--- config.mk ---
export PLATFORM = sky130hd
export DESIGN_NAME = i2c_target_regs_flat
export DESIGN_NICKNAME = d
export VERILOG_FILES = /design/src/rtl/i2c_pkg.sv /design/src/rtl/i2c_target_regs_if.sv /design/src/rtl/i2c_line_filter.sv /design/src/rtl/i2c_target_regs.sv /design/src/flat_wrapper.sv
export SDC_FILE = /design/constraint.sdc
export NUM_CORES = 1
export LEC_CHECK = 0
export ABC_AREA = 1
export BUFFER_PORTS_ARGS = -buffer_cell sky130_fd_sc_hd__buf_2
export CAP_MARGIN = 0
export CORE_MARGIN = 2
export CORE_UTILIZATION = 54
export CTS_CLUSTER_SIZE = 14
export DETAILED_ROUTE_END_ITERATION = 10
export PLACE_DENSITY = 0.84
export SLEW_MARGIN = 10
export SYNTH_ARGS = -nofsm -noshare
export SYNTH_HDL_FRONTEND = slang
export SYNTH_SLANG_ARGS = --single-unit
--- constraint.sdc ---
create_clock -name clk -period 2.2 [get_ports clk]
set_input_delay 0.22 -clock clk [delete_from_list [all_inputs] [get_ports clk]]
set_output_delay 0.22 -clock clk [all_outputs]
set_load 0.01 [all_outputs]
--- src/rtl/i2c_pkg.sv ---
// Shared types and constants for the I2C register target.
package i2c_pkg;

  typedef enum logic [3:0] {
    StIdle,
    StAddr,
    StAddrAck,
    StPtr,
    StPtrAck,
    StWr,
    StWrAck,
    StRdShift,
    StRdAck,
    StIgnore
  } i2c_state_e;

  localparam logic I2C_ACK  = 1'b0;
  localparam logic I2C_NACK = 1'b1;

  localparam logic [6:0] DefaultChipAddr = 7'h3C;

endpackage

--- src/rtl/i2c_target_regs_if.sv ---
// Single-cycle register port between the I2C target and the config register file.
interface i2c_target_regs_if;
  logic [7:0] reg_addr;
  logic [7:0] reg_wdata;
  logic       reg_we;
  logic       reg_re;
  logic [7:0] reg_rdata;

  modport master (output reg_addr, output reg_wdata, output reg_we, output reg_re,
                  input reg_rdata);
  modport slave  (input reg_addr, input reg_wdata, input reg_we, input reg_re,
                  output reg_rdata);
endinterface

--- src/rtl/i2c_line_filter.sv ---
// SCL/SDA conditioning: 2-FF sync, stability filter, edge and START/STOP detection.
module i2c_line_filter #(
  parameter int unsigned FILTER_LEN = 3
) (
  input  logic clk,
  input  logic reset,
  input  logic scl_i,
  input  logic sda_i,
  output logic scl_o,
  output logic sda_o,
  output logic scl_rise_o,
  output logic scl_fall_o,
  output logic start_o,
  output logic stop_o
);

  localparam int unsigned CntW = $clog2(FILTER_LEN);

  // Bit 0 carries SCL, bit 1 carries SDA.
  logic [1:0]      sync1_q, sync2_q, filt_q, prev_q;
  logic [CntW-1:0] cnt_q [2];

  always_ff @(posedge clk) begin
    if (!reset) begin
      sync1_q <= 2'b11;
      sync2_q <= 2'b11;
      filt_q  <= 2'b11;
      prev_q  <= 2'b11;
      for (int i = 0; i < 2; i++) cnt_q[i] <= '0;
    end else begin
      sync1_q <= {sda_i, scl_i};
      sync2_q <= sync1_q;
      prev_q  <= filt_q;
      for (int i = 0; i < 2; i++) begin
        if (sync2_q[i] != filt_q[i]) begin
          if (cnt_q[i] == CntW'(FILTER_LEN - 1)) begin
            filt_q[i] <= sync2_q[i];
            cnt_q[i]  <= '0;
          end else begin
            cnt_q[i] <= cnt_q[i] + 1'b1;
          end
        end else begin
          cnt_q[i] <= '0;
        end
      end
    end
  end

  assign scl_o      = filt_q[0];
  assign sda_o      = filt_q[1];
  assign scl_rise_o = filt_q[0] & ~prev_q[0];
  assign scl_fall_o = ~filt_q[0] & prev_q[0];
  assign start_o    = filt_q[0] & prev_q[0] & prev_q[1] & ~filt_q[1];
  assign stop_o     = filt_q[0] & prev_q[0] & ~prev_q[1] & filt_q[1];

endmodule

--- src/rtl/i2c_target_regs.sv ---
// I2C target exposing an 8-bit register space with pointer auto-increment bursts.
module i2c_target_regs
  import i2c_pkg::*;
#(
  parameter logic [6:0]  CHIP_ADDR  = DefaultChipAddr,
  parameter int unsigned FILTER_LEN = 3
) (
  input  logic clk,
  input  logic reset,
  input  logic scl_i,
  input  logic sda_i,
  output logic sda_oe_o,
  output logic busy_o,
  output logic nack_seen_o,
  i2c_target_regs_if.master reg_if
);

  logic scl_f, sda_f, scl_rise, scl_fall, start, stop;

  i2c_line_filter #(
    .FILTER_LEN(FILTER_LEN)
  ) u_filter (
    .clk       (clk),
    .reset     (reset),
    .scl_i     (scl_i),
    .sda_i     (sda_i),
    .scl_o     (scl_f),
    .sda_o     (sda_f),
    .scl_rise_o(scl_rise),
    .scl_fall_o(scl_fall),
    .start_o   (start),
    .stop_o    (stop)
  );

  i2c_state_e state_q, state_d;
  logic [2:0] cnt_q, cnt_d;
  logic [7:0] shift_q, shift_d, reg_addr_q, reg_addr_d, reg_wdata_q, reg_wdata_d;
  logic       phase_q, phase_d, sda_oe_q, sda_oe_d, busy_q, busy_d, nack_q, nack_d;
  logic       reg_we_q, reg_we_d, reg_re_q, reg_re_d, rd_load_q;

  always_ff @(posedge clk) begin
    if (!reset) begin
      state_q     <= StIdle;
      cnt_q       <= '0;
      shift_q     <= '0;
      reg_addr_q  <= '0;
      reg_wdata_q <= '0;
      phase_q     <= 1'b0;
      sda_oe_q    <= 1'b0;
      busy_q      <= 1'b0;
      nack_q      <= 1'b0;
      reg_we_q    <= 1'b0;
      reg_re_q    <= 1'b0;
      rd_load_q   <= 1'b0;
    end else begin
      state_q     <= state_d;
      cnt_q       <= cnt_d;
      shift_q     <= shift_d;
      reg_addr_q  <= reg_addr_d;
      reg_wdata_q <= reg_wdata_d;
      phase_q     <= phase_d;
      sda_oe_q    <= sda_oe_d;
      busy_q      <= busy_d;
      nack_q      <= nack_d;
      reg_we_q    <= reg_we_d;
      reg_re_q    <= reg_re_d;
      rd_load_q   <= reg_re_q;
    end
  end

  always_comb begin
    state_d     = state_q;
    cnt_d       = cnt_q;
    shift_d     = shift_q;
    reg_wdata_d = reg_wdata_q;
    phase_d     = phase_q;
    sda_oe_d    = sda_oe_q;
    busy_d      = busy_q;
    nack_d      = 1'b0;
    reg_we_d    = 1'b0;
    reg_re_d    = 1'b0;
    reg_addr_d  = reg_we_q ? reg_addr_q + 8'd1 : reg_addr_q;

    unique case (state_q)
      StIdle: ;
      StAddr, StPtr, StWr: begin
        if (scl_rise) begin
          shift_d = {shift_q[6:0], sda_f};
          cnt_d   = cnt_q + 3'd1;
          if (cnt_q == 3'd7) begin
            phase_d = 1'b0;
            if (state_q == StPtr)                state_d = StPtrAck;
            else if (state_q == StWr)            state_d = StWrAck;
            else if (shift_q[6:0] == CHIP_ADDR)  state_d = StAddrAck;
            else                                 state_d = StIgnore;
          end
        end
      end
      // phase_q=0: waiting for the fall that opens the ACK slot; 1: inside it.
      StAddrAck, StPtrAck, StWrAck: begin
        if (scl_fall) begin
          if (!phase_q) begin
            phase_d  = 1'b1;
            sda_oe_d = 1'b1;
            if (state_q == StAddrAck) busy_d = 1'b1;
            if (state_q == StPtrAck)  reg_addr_d = shift_q;
            if (state_q == StWrAck) begin
              reg_wdata_d = shift_q;
              reg_we_d    = 1'b1;
            end
          end else begin
            phase_d  = 1'b0;
            sda_oe_d = 1'b0;
            cnt_d    = '0;
            if (state_q == StAddrAck) begin
              if (shift_q[0]) begin
                reg_re_d = 1'b1;
                state_d  = StRdShift;
              end else begin
                state_d = StPtr;
              end
            end else begin
              state_d = StWr;
            end
          end
        end
      end
      StRdShift: begin
        if (scl_fall) begin
          if (cnt_q == 3'd7) begin
            sda_oe_d = 1'b0;
            cnt_d    = '0;
            phase_d  = 1'b0;
            state_d  = StRdAck;
          end else begin
            cnt_d    = cnt_q + 3'd1;
            shift_d  = {shift_q[6:0], 1'b0};
            sda_oe_d = ~shift_q[6];
          end
        end
      end
      StRdAck: begin
        if (scl_rise) begin
          if (sda_f == I2C_NACK) begin
            nack_d  = 1'b1;
            busy_d  = 1'b0;
            state_d = StIgnore;
          end else begin
            phase_d = 1'b1;
          end
        end else if (scl_fall && phase_q) begin
          phase_d    = 1'b0;
          reg_addr_d = reg_addr_q + 8'd1;
          reg_re_d   = 1'b1;
          cnt_d      = '0;
          state_d    = StRdShift;
        end
      end
      StIgnore: begin
        sda_oe_d = 1'b0;
        busy_d   = 1'b0;
      end
      default: state_d = StIdle;
    endcase

    // Read data arrives one clk after reg_re; first bit goes out while SCL is still low.
    if (rd_load_q && state_q == StRdShift && !scl_f) begin
      shift_d  = reg_if.reg_rdata;
      sda_oe_d = ~reg_if.reg_rdata[7];
    end

    if (start) begin
      state_d  = StAddr;
      cnt_d    = '0;
      phase_d  = 1'b0;
      sda_oe_d = 1'b0;
      busy_d   = 1'b0;
      reg_we_d = 1'b0;
      reg_re_d = 1'b0;
    end
    if (stop) begin
      state_d  = StIdle;
      cnt_d    = '0;
      phase_d  = 1'b0;
      sda_oe_d = 1'b0;
      busy_d   = 1'b0;
      reg_we_d = 1'b0;
      reg_re_d = 1'b0;
    end
  end

  assign sda_oe_o         = sda_oe_q;
  assign busy_o           = busy_q;
  assign nack_seen_o      = nack_q;
  assign reg_if.reg_addr  = reg_addr_q;
  assign reg_if.reg_wdata = reg_wdata_q;
  assign reg_if.reg_we    = reg_we_q;
  assign reg_if.reg_re    = reg_re_q;

endmodule
--- src/flat_wrapper.sv ---
// flat-port wrapper written by rule: the top's interface ports become plain ports
module i2c_target_regs_flat import i2c_pkg::*;
#(
  parameter logic [6:0]  CHIP_ADDR  = DefaultChipAddr,
  parameter int unsigned FILTER_LEN = 3
)
  (clk, reset, scl_i, sda_i, sda_oe_o, busy_o, nack_seen_o, reg_if_reg_addr, reg_if_reg_wdata, reg_if_reg_we, reg_if_reg_re, reg_if_reg_rdata);
  i2c_target_regs_if reg_if_i ();
  input  logic clk;
  input  logic reset;
  input  logic scl_i;
  input  logic sda_i;
  output logic sda_oe_o;
  output logic busy_o;
  output logic nack_seen_o;
  output wire logic [$bits(reg_if_i.reg_addr)-1:0] reg_if_reg_addr;
  output wire logic [$bits(reg_if_i.reg_wdata)-1:0] reg_if_reg_wdata;
  output wire logic [$bits(reg_if_i.reg_we)-1:0] reg_if_reg_we;
  output wire logic [$bits(reg_if_i.reg_re)-1:0] reg_if_reg_re;
  input wire logic [$bits(reg_if_i.reg_rdata)-1:0] reg_if_reg_rdata;
  assign reg_if_reg_addr = reg_if_i.reg_addr;
  assign reg_if_reg_wdata = reg_if_i.reg_wdata;
  assign reg_if_reg_we = reg_if_i.reg_we;
  assign reg_if_reg_re = reg_if_i.reg_re;
  assign reg_if_i.reg_rdata = reg_if_reg_rdata;
  i2c_target_regs #(.CHIP_ADDR(CHIP_ADDR), .FILTER_LEN(FILTER_LEN)) u_core (.clk(clk), .reset(reset), .scl_i(scl_i), .sda_i(sda_i), .sda_oe_o(sda_oe_o), .busy_o(busy_o), .nack_seen_o(nack_seen_o), .reg_if(reg_if_i));
endmodule
**Word level (Yosys, flattened, before mapping)**

Memories as Yosys holds them, arrays and structs flattened.
Index checks and enable logic that the tools add are counted.

- Output and inout bits: 21
- Bits in latches: 0
- Memory bits (writable): 4
- Bits in registers: 46
- Logic and storage cells: 209
- Memory bits (read-only): 0
- Memories: 1
- Bits of input ports: 12

- Add/sub/neg operators: 4
- Equality and inequality tests: 43
- Divide/modulo/power cells: 0
- Shift-type cells: 0
- Multiplexer cells: 93
- Bitwise logic cells: 24
- Magnitude comparators: 0
- Multiply operators: 0
- Reductions and logical operators: 26

Memory list:

| memory | depth | width | read ports | clocked after memory_dff | write ports | line | RTL |
|---|---|---|---|---|---|---|---|
| u_core.u_filter.cnt_q | 2 | 2 | 2 | 0 | 2 | i2c_line_filter.sv:21 | `logic [CntW-1:0] cnt_q [2];` |

Operators with widths:

| cell | count |
|---|---|
| 8-bit 2-to-1 mux | 10 |
| 1-bit 2-to-1 mux | 48 |
| 4-bit 2-to-1 mux | 12 |
| 8-bit one-hot mux with 2 select lines | 2 |
| 3-bit 2-to-1 mux | 9 |
| 3-bit by 1-bit inequality test with 1-bit output (second input constant) | 9 |
| 2-bit by 1-bit inequality test with 1-bit output (second input constant) | 10 |
| 4-bit one-hot mux with 5 select lines | 1 |
| 9-bit AND reduction | 2 |
| 4-bit by 3-bit equality test with 1-bit output (second input constant) | 4 |
| 2-bit 2-to-1 mux | 6 |
| 3-bit one-hot mux with 4 select lines | 1 |
| 6-bit AND reduction | 2 |
| 1-bit NOT | 11 |
| 3-bit inequality test (second input constant) | 3 |
| 3-bit OR reduction | 3 |
| 8-bit by 1-bit adder with 8-bit output (second input constant) | 1 |
| 4-bit by 2-bit equality test with 1-bit output (second input constant) | 2 |
| 4-bit equality test (second input constant) | 2 |
| 4-bit AND reduction | 2 |
| 4-bit nonzero test | 2 |
| 1-bit bitwise AND | 7 |
| 7-bit by 6-bit equality test with 1-bit output (second input constant) | 1 |
| 7-bit AND reduction | 1 |
| other kinds (22) | 39 |

**Logic depth before layout (Yosys ltp)**

Gate-level depths: netlist of run 1.
An unclocked memory read counts as a cell.

- Depth in word-level cells: 9
- Mapped depth: 13
- Mapped depth without buffers: 12

**Modules after synthesis**

Synthesis of run 1 repeated with hierarchy kept, for this count alone.

- Cell total of the unflattened synthesis: 451
- Area total of the unflattened synthesis: 2915.3 um2

By module, submodules not included:

| module | cells an instance | area an instance (um2) | times used | sequential area each (um2) |
|---|---|---|---|---|
| i2c_target_regs | 400 | 2437.3 | 1 | 760.7 |
| i2c_line_filter | 51 | 478.0 | 1 | 280.3 |

**Worst setup path after synthesis of run 1**

Ideal clock, no wire load.

- Kind: register to register
- From: reg u_core.reg_addr_q[0], in the netlist u_core.reg_if.reg_addr[0]
- To: reg u_core.reg_addr_q[6], in the netlist u_core.reg_if.reg_addr[6]
- Clock period less this slack: 1.485 ns
- Required time: 2.090 ns
- Setup time: 0.110 ns
- Path buffers: 0
- Path slack: 0.715 ns
- Arrival: 1.375 ns
- Cell stages (with the launch flop): 11
- Cell sequence: dfxtp_1 > ha_1 > nand2_1 > nor2_1 > nand3_1 > nand3_1 > nand3_1 > nand2_1 > nand3_1 > nand2_1 > inv_1

- Longest elaborated chain between the ends: 6
- Elaborated cells between the ends (all ways): 8
- Those cells by class: 1 x add/sub; 7 x mux

Ends and longest elaborated chain:

| what | line | RTL |
|---|---|---|
| from (decl) | i2c_target_regs.sv:37 | `logic [7:0] shift_q, shift_d, reg_addr_q, reg_addr_d, reg_wdata_q, reg_wdata_d;` |
| from (signal assigned) | i2c_target_regs.sv:59 | `reg_addr_q <= reg_addr_d;` |
| 8-bit by 1-bit adder with 8-bit output (*) | i2c_target_regs.sv:82, i2c_target_regs.sv:153 |  |
| 8-bit 2-to-1 mux | i2c_target_regs.sv:82 | `reg_addr_d = reg_we_q ? reg_addr_q + 8'd1 : reg_addr_q;` |
| 8-bit 2-to-1 mux | i2c_target_regs.sv:106 | `if (state_q == StPtrAck) reg_addr_d = shift_q;` |
| 8-bit 2-to-1 mux | i2c_target_regs.sv:102 | `if (!phase_q) begin` |
| 8-bit 2-to-1 mux | i2c_target_regs.sv:101 | `if (scl_fall) begin` |
| 8-bit one-hot mux with 2 select lines (*) | i2c_target_regs.sv:84 | `unique case (state_q)` |

Mark *: on every way between the ends. The rest lies on a longest branch, timed or not.
A chain may end at the register's enable or synchronous reset.

**Worst setup path in the final report of run 1**

- From: reg u_core.state_q[0]
- To: reg u_core.shift_q[1]

- Longest elaborated chain between the ends: 5
- Elaborated cells between the ends (all ways): 14
- Those cells by class: 7 x eq/ne; 2 x mux; 5 x reduce/logical

Ends and longest elaborated chain:

| what | line | RTL |
|---|---|---|
| from (decl) | i2c_target_regs.sv:35 | `i2c_state_e state_q, state_d;` |
| from (signal assigned) | i2c_target_regs.sv:43 | `state_q <= StIdle;` |
| from (signal assigned) | i2c_target_regs.sv:56 | `state_q <= state_d;` |
| 4-bit by 3-bit equality test with 1-bit output | i2c_target_regs.sv:84, i2c_target_regs.sv:167 |  |
| 1-bit logical AND (2 in series) | i2c_target_regs.sv:167 | `if (rd_load_q && state_q == StRdShift && !scl_f) begin` |
| 3-bit inequality test (no line) (tied with other cells) | -- |  |
| 4-bit AND reduction (no line) | -- |  |
| to (signal assigned) | i2c_target_regs.sv:58 | `shift_q <= shift_d;` |
| to (decl) | i2c_target_regs.sv:37 |  |

Several ways; a longest one is shown, not always the timed one.

==> results of run 1 <==
kinds of logic after synthesis:
kind of cell,count (synthesis)
other,1
AOI/OAI and AO/OA,69
DFF,50
adders and majority gates,5
and+or+nand+nor,262
xor gates and xnor gates,2
buffers and inverters,65
through the flow:
step	worst slack (ns)	instance area, µm²
final	0.348	3270
after global routing	0.150	3270
after CTS	0.382	3270
after detailed placement	0.402	3150
after global placement	0.414	3150
after floorplan	0.715	2950
cell type report:
| type | count | share of cell area, % |
|---|---|---|
| timing repair buffer | 36 | 5.81 |
| multi-input combinational | 342 | 49.8 |
| clock inverter | 1 | 0.918 |
| clock buffer | 7 | 2.64 |
| sequential | 50 | 31.8 |
| inverter | 55 | 6.31 |
| tap | 70 | 2.68 |
layer usage:
metal  vias to the layer above  GRT usage [%]
li1                       1518              -
met1                      1341           33.4
met2                       114           39.7
met3                         8           4.07
met4                         0           7.14
met5                         -              0
critical path, cell delays in order, from the launching register on:
cell	delay, ns
dfxtp_1	0.51
nand2_1	0.19
nor2_4	0.23
nand2_2	0.19
a21oi_4	0.33
inv_2	0.13
nor2_1	0.12
nor2_1	0.05
synth_stat cells (all sizes together):
cell type,number,area share [%]
a21oi,20,3.8
or2,7,1.5
clkinv,1,0.13
o21ai,36,6.1
o21bai,1,0.26
a211oi,1,0.26
buf,6,1.9
nor2,69,11
a31oi,3,0.64
xor2,1,0.30
edfxtp,4,4.1
dfxtp,46,31
nor3,2,0.68
a21boi,1,0.26
inv,54,6.9
nand3,45,7.8
xnor2,1,0.30
ha,5,2.1
nand4,4,0.85
nand2,135,18
o211ai,7,1.8
conb,1,0.13
clkbuf,4,0.51
path summary, 6_finish.rpt:
| kind | from | to | slack (ns) | cells past startpoint |
|---|---|---|---|---|
| hold reg to reg | u_core.u_filter.sync1_q[1] | u_core.u_filter.sync2_q[1] | 0.42 | 1 |
| hold / removal | sda_i | u_core.u_filter.sync1_q[1] | 0.1 | 2 |
| setup / recovery | u_core.state_q[0] | u_core.shift_q[1] | 0.35 | 7 |
| setup reg to reg | u_core.state_q[0] | u_core.shift_q[1] | 0.35 | 7 |
state kept, by name, summed over array words and instances (netlist names), 3 cells and up:
register / cells
u_core.cnt_q: 3
u_core.state_q: 4
u_core.reg_if.reg_wdata: 8
u_core.shift_q: 8
u_core.u_filter.cnt_q: 4
u_core.reg_if.reg_addr: 8
power by group through the flow:
stage          Combinational (W)  Sequential [W]  Clock (W)
2_1_floorplan           0.000712         0.00111          0
3_3_place_gp            0.000847         0.00114          0
3_5_place_dp            0.000863         0.00114          0
4_1_cts                 0.000874         0.00112   0.000690
5_1_grt                  0.00100         0.00114   0.000728
6_report                0.000888         0.00112   0.000679
==> run summary, run 1 <==
Most frequent cells in the layout - nand2_1, nor2_1, dfxtp_1
Drt drc - 0
Post-Synth Simple-Gate Area - 39.1%
Pwr Density - 823 nW/µm²
Main combinational cell family by area after synthesis - simple AND/OR/NAND/NOR gates
Int Power - 0.00167 W
Max-slew violations - 0
Most common cell after layout, fill and taps aside - nand2_1
Startpoint types - flop
I/O pins - 33
Status - finished, final reports clean
Worst skew pair latency - 0.31 ns
Setup TNS - 0 ns
Post-DP HPWL - 5330 µm
All-Layer GR Usage - 24.4%
Adder-Cell Fraction of Synth Area - 2.13%
Reg area - 1040 µm²
Synth Register Bits - 50
Leakage - 1.70 nW
Power share of the combinational group - 33.0%
Filler cells - 490
TritonCTS clock tree - done
Met3 wire length - 424 µm
Initial DRC count - 226
Part of the Yosys area used for sequential elements - 35.5%
Switching Power - 0.00102 W
Post-layout util - 63.2%
Area occupied by multi-input gates - 1630 µm²
Max Root-Sink Buffers - 2
Vias in the first global route - 2631
# Post-CTS Setup Buffers - 0
Share of layout cells above drive strength 1 - 15.3%
Via count - 2981
WL final - 7140 µm
Crit path DAT - 2.06 ns
DIE AREA - 6040 µm²
Peak supply drop - 0.469 mV
Initial Utilization - 56.7%
Die span in x - 77.7 µm
Worst EP required - 2.41 ns
WL met2 - 3260 µm
YS warnings - 0
Largest net degree at the start of global routing - 25
Synth Area per Inst - 6.47 µm²
Setup Skew - 0.00890 ns
Post-placement cell count - 553
Fmax - 540 MHz
Avg Vias per Cell - 5.31
Post-route ant nets - 0
Cells after Synth - 454
Final period util - 84.2%
I/O Buffers - 32
Unrepaired setup endpoints after global routing - false
Mapped Area - 2940 µm²
Core ar. - 5170 µm²
Placer congestion estimate - 0.903
Net Sw Frac - 37.8%
Final nets - 507
Area growth from synthesis to layout - 11.4%
Total grt overflow - 0
Drt first pass iters - 5
Height of the die - 77.7 µm
Antenna cells - 0
CP Max Fanout - 10
Hold WC Path Type - in -> reg
Period minus WS final - 1.85 ns
Root Driver - clkbuf_8
Hold_buf cts - 0
Routed wire per std cell - 12.7 µm
Clock slew at reported path FFs - 0.09 ns
Row count - 26
Max-cap viol count - 0
Post_cts resized - 0
Yosys cell types - 33
Total power - 0.00269 W
Initial antenna violation count - 0
Mux contribution to synthesized area - 0%
Final non-filler cell total - 561
Clock network power share - 25.2%
Worst Setup End Kind - flop
Complex-gate fraction of the synthesized area - 13.1%
# setup viols final - 0
Clk sink count - 50
Final hold violations - 0
Hold slack - 0.0963 ns
H-tree depth - 2
Met1 WL - 3360 µm
Flop pwr share - 41.8%
Critical path class - reg -> reg
Top sig layer - met4
First-pass GRT wire length - 11900 µm
XOR/XNOR share of the synthesized area - 0.597%
CTS Buf Count - 5
No activity file was read; power rests on OpenSTA's default activity.
==> run 2: changes to the inputs <==
--- a/config.mk
+++ b/config.mk
@@ -5,14 +5,14 @@
 export SDC_FILE = /design/constraint.sdc
 export NUM_CORES = 1
 export LEC_CHECK = 0
-export ABC_AREA = 1
+export ABC_AREA = 0
 export BUFFER_PORTS_ARGS = -buffer_cell sky130_fd_sc_hd__buf_2
 export CAP_MARGIN = 0
 export CORE_MARGIN = 2
-export CORE_UTILIZATION = 54
+export CORE_UTILIZATION = 52
 export CTS_CLUSTER_SIZE = 14
 export DETAILED_ROUTE_END_ITERATION = 10
-export PLACE_DENSITY = 0.84
+export PLACE_DENSITY = 0.85
 export SLEW_MARGIN = 10
 export SYNTH_ARGS = -nofsm -noshare
 export SYNTH_HDL_FRONTEND = slang
==> constraint.sdc (replaced) <==
create_clock -name clk -period 1.6 [get_ports clk]
set_input_delay 0.16 -clock clk [delete_from_list [all_inputs] [get_ports clk]]
set_output_delay 0.16 -clock clk [all_outputs]
set_load 0.01 [all_outputs]
==> run summary, run 2 <==
Critical path class - reg -> reg (unchanged)
Vias in the first global route - 3034 (was 2631)
Hold depth - 2 (unchanged)
Cell taking the most area after synthesis - dfxtp_1 (unchanged)
Unrepaired setup endpoints after global routing - true (was false)
Most frequent cells in the layout - buf_4, nand2_1, dfxtp_1 (was nand2_1, nor2_1, dfxtp_1)
Max Root-Sink Buffers - 2 (unchanged)
Max-slew violations - 0 (unchanged)
Total grt overflow - 0 (unchanged)
CP Max Fanout - 7 (was 10)
Share of the synthesized area in the top cell type - 33.0% (was 31.4%)
Final period util - 108% (was 84.2%)
Flop pwr share - 55.7% (was 41.8%)
CTS Buf Count - 5 (unchanged)
Hold_buf cts - 0 (unchanged)
Worst EP required - 1.82 ns (was 2.41 ns)
Startpoint types - flop (unchanged)
Final hold violations - 0 (unchanged)
Post-synth EDFFs - 4 (unchanged)
Worst skew pair latency - 0.31 ns (about the same)
Post-DP HPWL - 5650 µm (was 5330 µm)
Hold WC Path Type - in -> reg (unchanged)
Pre-CTS WS - -0.196 ns (was 0.402 ns)
Largest delay contributor family on the critical path - compound AO/OA/AOI/OAI gates (was simple AND/OR/NAND/NOR gates)
Crit path DAT - 1.96 ns (was 2.06 ns)
Clk sink count - 50 (unchanged)
Clock slew at reported path FFs - 0.09 ns (about the same)
Clock network power share - 39.5% (was 25.2%)
Root Driver - clkbuf_8 (unchanged)
Setup ws final - -0.132 ns (was 0.348 ns)
Share of layout cells above drive strength 1 - 42.4% (was 15.3%)
Total power - 0.00228 W (was 0.00269 W)
Drt first pass iters - 5 (unchanged)
Async set-reset flop share out of synthesis - 0% (unchanged)
Initial Utilization - 54.3% (was 56.7%)
Via count - 3128 (was 2981)
Worst Path Buf+Inv - 1 (unchanged)
CP Cell Sequence - buf_4, maj3_2, a32oi_4, a21oi_4, and3_1, nor4_2 (was nand2_1, nor2_4, nand2_2, a21oi_4, inv_2, nor2_1, nor2_1)
First-pass GRT wire length - 14900 µm (was 11900 µm)
H-tree depth - 2 (unchanged)
Placer congestion estimate - 0.948 (was 0.903)
Post-placement cell count - 489 (was 553)
Worst Setup SP - u_core.state_q[1] (was u_core.state_q[0])
Cell with the most instances after synthesis - nand2_1 (unchanged)
Reg2reg end - u_core.state_q[0] (was u_core.shift_q[1])
Row count - 26 (unchanged)
Setup TNS - -1.54 ns (was 0 ns)
Fmax - 577 MHz (was 540 MHz)
Yosys cell types - 60 (was 33)
Setup Skew - 0.00896 ns (was 0.00890 ns)
Status - finished, violations left (was finished, final reports clean)
Die span in x - 77.3 µm (was 77.7 µm)
Net Sw Frac - 22.1% (was 37.8%)
Area occupied by multi-input gates - 1940 µm² (was 1630 µm²)
I/O Buffers - 32 (unchanged)
Hold slack - 0.0280 ns (was 0.0963 ns)
Initial antenna violation count - 0 (unchanged)
Leakage - 1.78 nW (was 1.70 nW)
Critical Path Slowest Stage Cell - dfxtp_4 (was dfxtp_1)
Ys flop type - dfxtp_1 (unchanged)
# setup viols final - 24 (was 0)
Power share of the combinational group - 4.8% (was 33.0%)
Filler cells - 333 (was 490)
DIE AREA - 5970 µm² (was 6040 µm²)
Critical Path Stages - 6 (was 7)
Reg area - 1060 µm² (was 1040 µm²)
Int Power - 0.00178 W (was 0.00167 W)
Height of the die - 77.3 µm (was 77.7 µm)
Flop2flop setup slack - -0.13 ns (was 0.35 ns)
Final nets - 459 (was 507)
Slowest stage delay, CP - 0.38 ns (was 0.51 ns)
Drt drc - 0 (unchanged)
Routed wire per std cell - 18.8 µm (was 12.7 µm)
Part of the Yosys area used for sequential elements - 37.3% (was 35.5%)
Period minus WS final - 1.73 ns (was 1.85 ns)
Worst Setup End Kind - flop (unchanged)
Most common cell after layout, fill and taps aside - buf_4 (was nand2_1)
Failing checks - setup timing
Most common library cells after synthesis - nand2_1, dfxtp_1, nor2_1 (was nand2_1, nor2_1, dfxtp_1)
R2R cell count - 6 (was 7)
YS warnings - 0 (unchanged)
Post-route ant nets - 0 (unchanged)
Peak supply drop - 0.530 mV (was 0.469 mV)
Antenna cells - 0 (unchanged)
Crit path to - u_core.state_q[0] (was u_core.shift_q[1])
Top cells by area, synth - dfxtp_1, nand2_1, mux2i_1 (was dfxtp_1, nand2_1, nor2_1)
Core ar. - 5140 µm² (was 5170 µm²)
Mapped Area - 2790 µm² (was 2940 µm²)
Synth Register Bits - 50 (unchanged)
Initial DRC count - 327 (was 226)
Final non-filler cell total - 513 (was 561)
Cells after Synth - 337 (was 454)
Critical R2R Launch - u_core.state_q[1] (was u_core.state_q[0])
All-Layer GR Usage - 31.3% (was 24.4%)
Switching Power - 0.000505 W (was 0.00102 W)
Avg Vias per Cell - 6.10 (was 5.31)
I/O pins - 33 (unchanged)
Pwr Density - 564 nW/µm² (was 823 nW/µm²)
Largest net degree at the start of global routing - 21 (was 25)
Max-cap viol count - 0 (unchanged)
Area growth from synthesis to layout - 45.1% (was 11.4%)
TritonCTS clock tree - done (unchanged)
Synth Area per Inst - 8.28 µm² (was 6.47 µm²)
WL final - 9630 µm (was 7140 µm)
==> run 2: worst min-delay path by stage <==
stage                from                         end  slack [ns]
detailed placement  scl_i  u_core.u_filter.sync1_q[0]        0.35
global route        scl_i  u_core.u_filter.sync1_q[0]        0.03
global placement    scl_i  u_core.u_filter.sync1_q[0]        0.34
finish              scl_i  u_core.u_filter.sync1_q[0]        0.03
floorplan           reset  u_core.u_filter.sync1_q[0]        0.23
CTS                 scl_i  u_core.u_filter.sync1_q[0]        0.03
==> run 2: cells by family after synthesis <==
family	count (synthesis)	synth area share (%)
and+or+nand+nor	149	27.5
AOI/OAI and AO/OA	80	20.0
muxes	13	4.66
xor gates and xnor gates	12	3.77
buffers and inverters	26	4.03
DFF	50	37.3
adders and majority gates	6	2.60
other	1	0.134
==> run 2: power groups by stage <==
stage          logic [W]  registers [W]  clock network, W
2_1_floorplan  0.0000514        0.00130                 0
3_3_place_gp   0.0000923        0.00131                 0
3_5_place_dp   0.0000950        0.00131                 0
4_1_cts        0.0000979        0.00127          0.000904
5_1_grt         0.000117        0.00127          0.000945
6_report        0.000110        0.00127          0.000902
==> run 2: repair_timing <==
item / CTS / global route
gates resized for setup: 49 / 36
pin swaps: 16 / 18
cloned: 1 / 0
setup buffers: 9 / 8
setup endpoints to repair: 24 / 34
==> run 2: per-stage QoR <==
stage               util, %  instance area [µm²]
floorplan                 -                 2860
global placement       68.5                 3520
detailed placement     68.5                 3520
CTS                    75.7                 3890
global route           78.8                 4050
finish                 78.8                 4050
==> run 2: per-layer routing <==
layer | track usage [%] | share of wire, %
met1 | 38.5 | 39
met2 | 53.2 | 49
met3 | 5.29 | 8.1
met4 | 14.3 | 3.9
met5 | 0 | 0
==> run 2: final cells by class <==
cell class | instances | area share, %
clock buffer | 7 | 1.88
timing repair buffer | 114 | 20.5
sequential | 50 | 26.2
multi-input combinational | 264 | 47.8
clock inverter | 1 | 0.741
inverter | 7 | 0.710
tap | 70 | 2.16
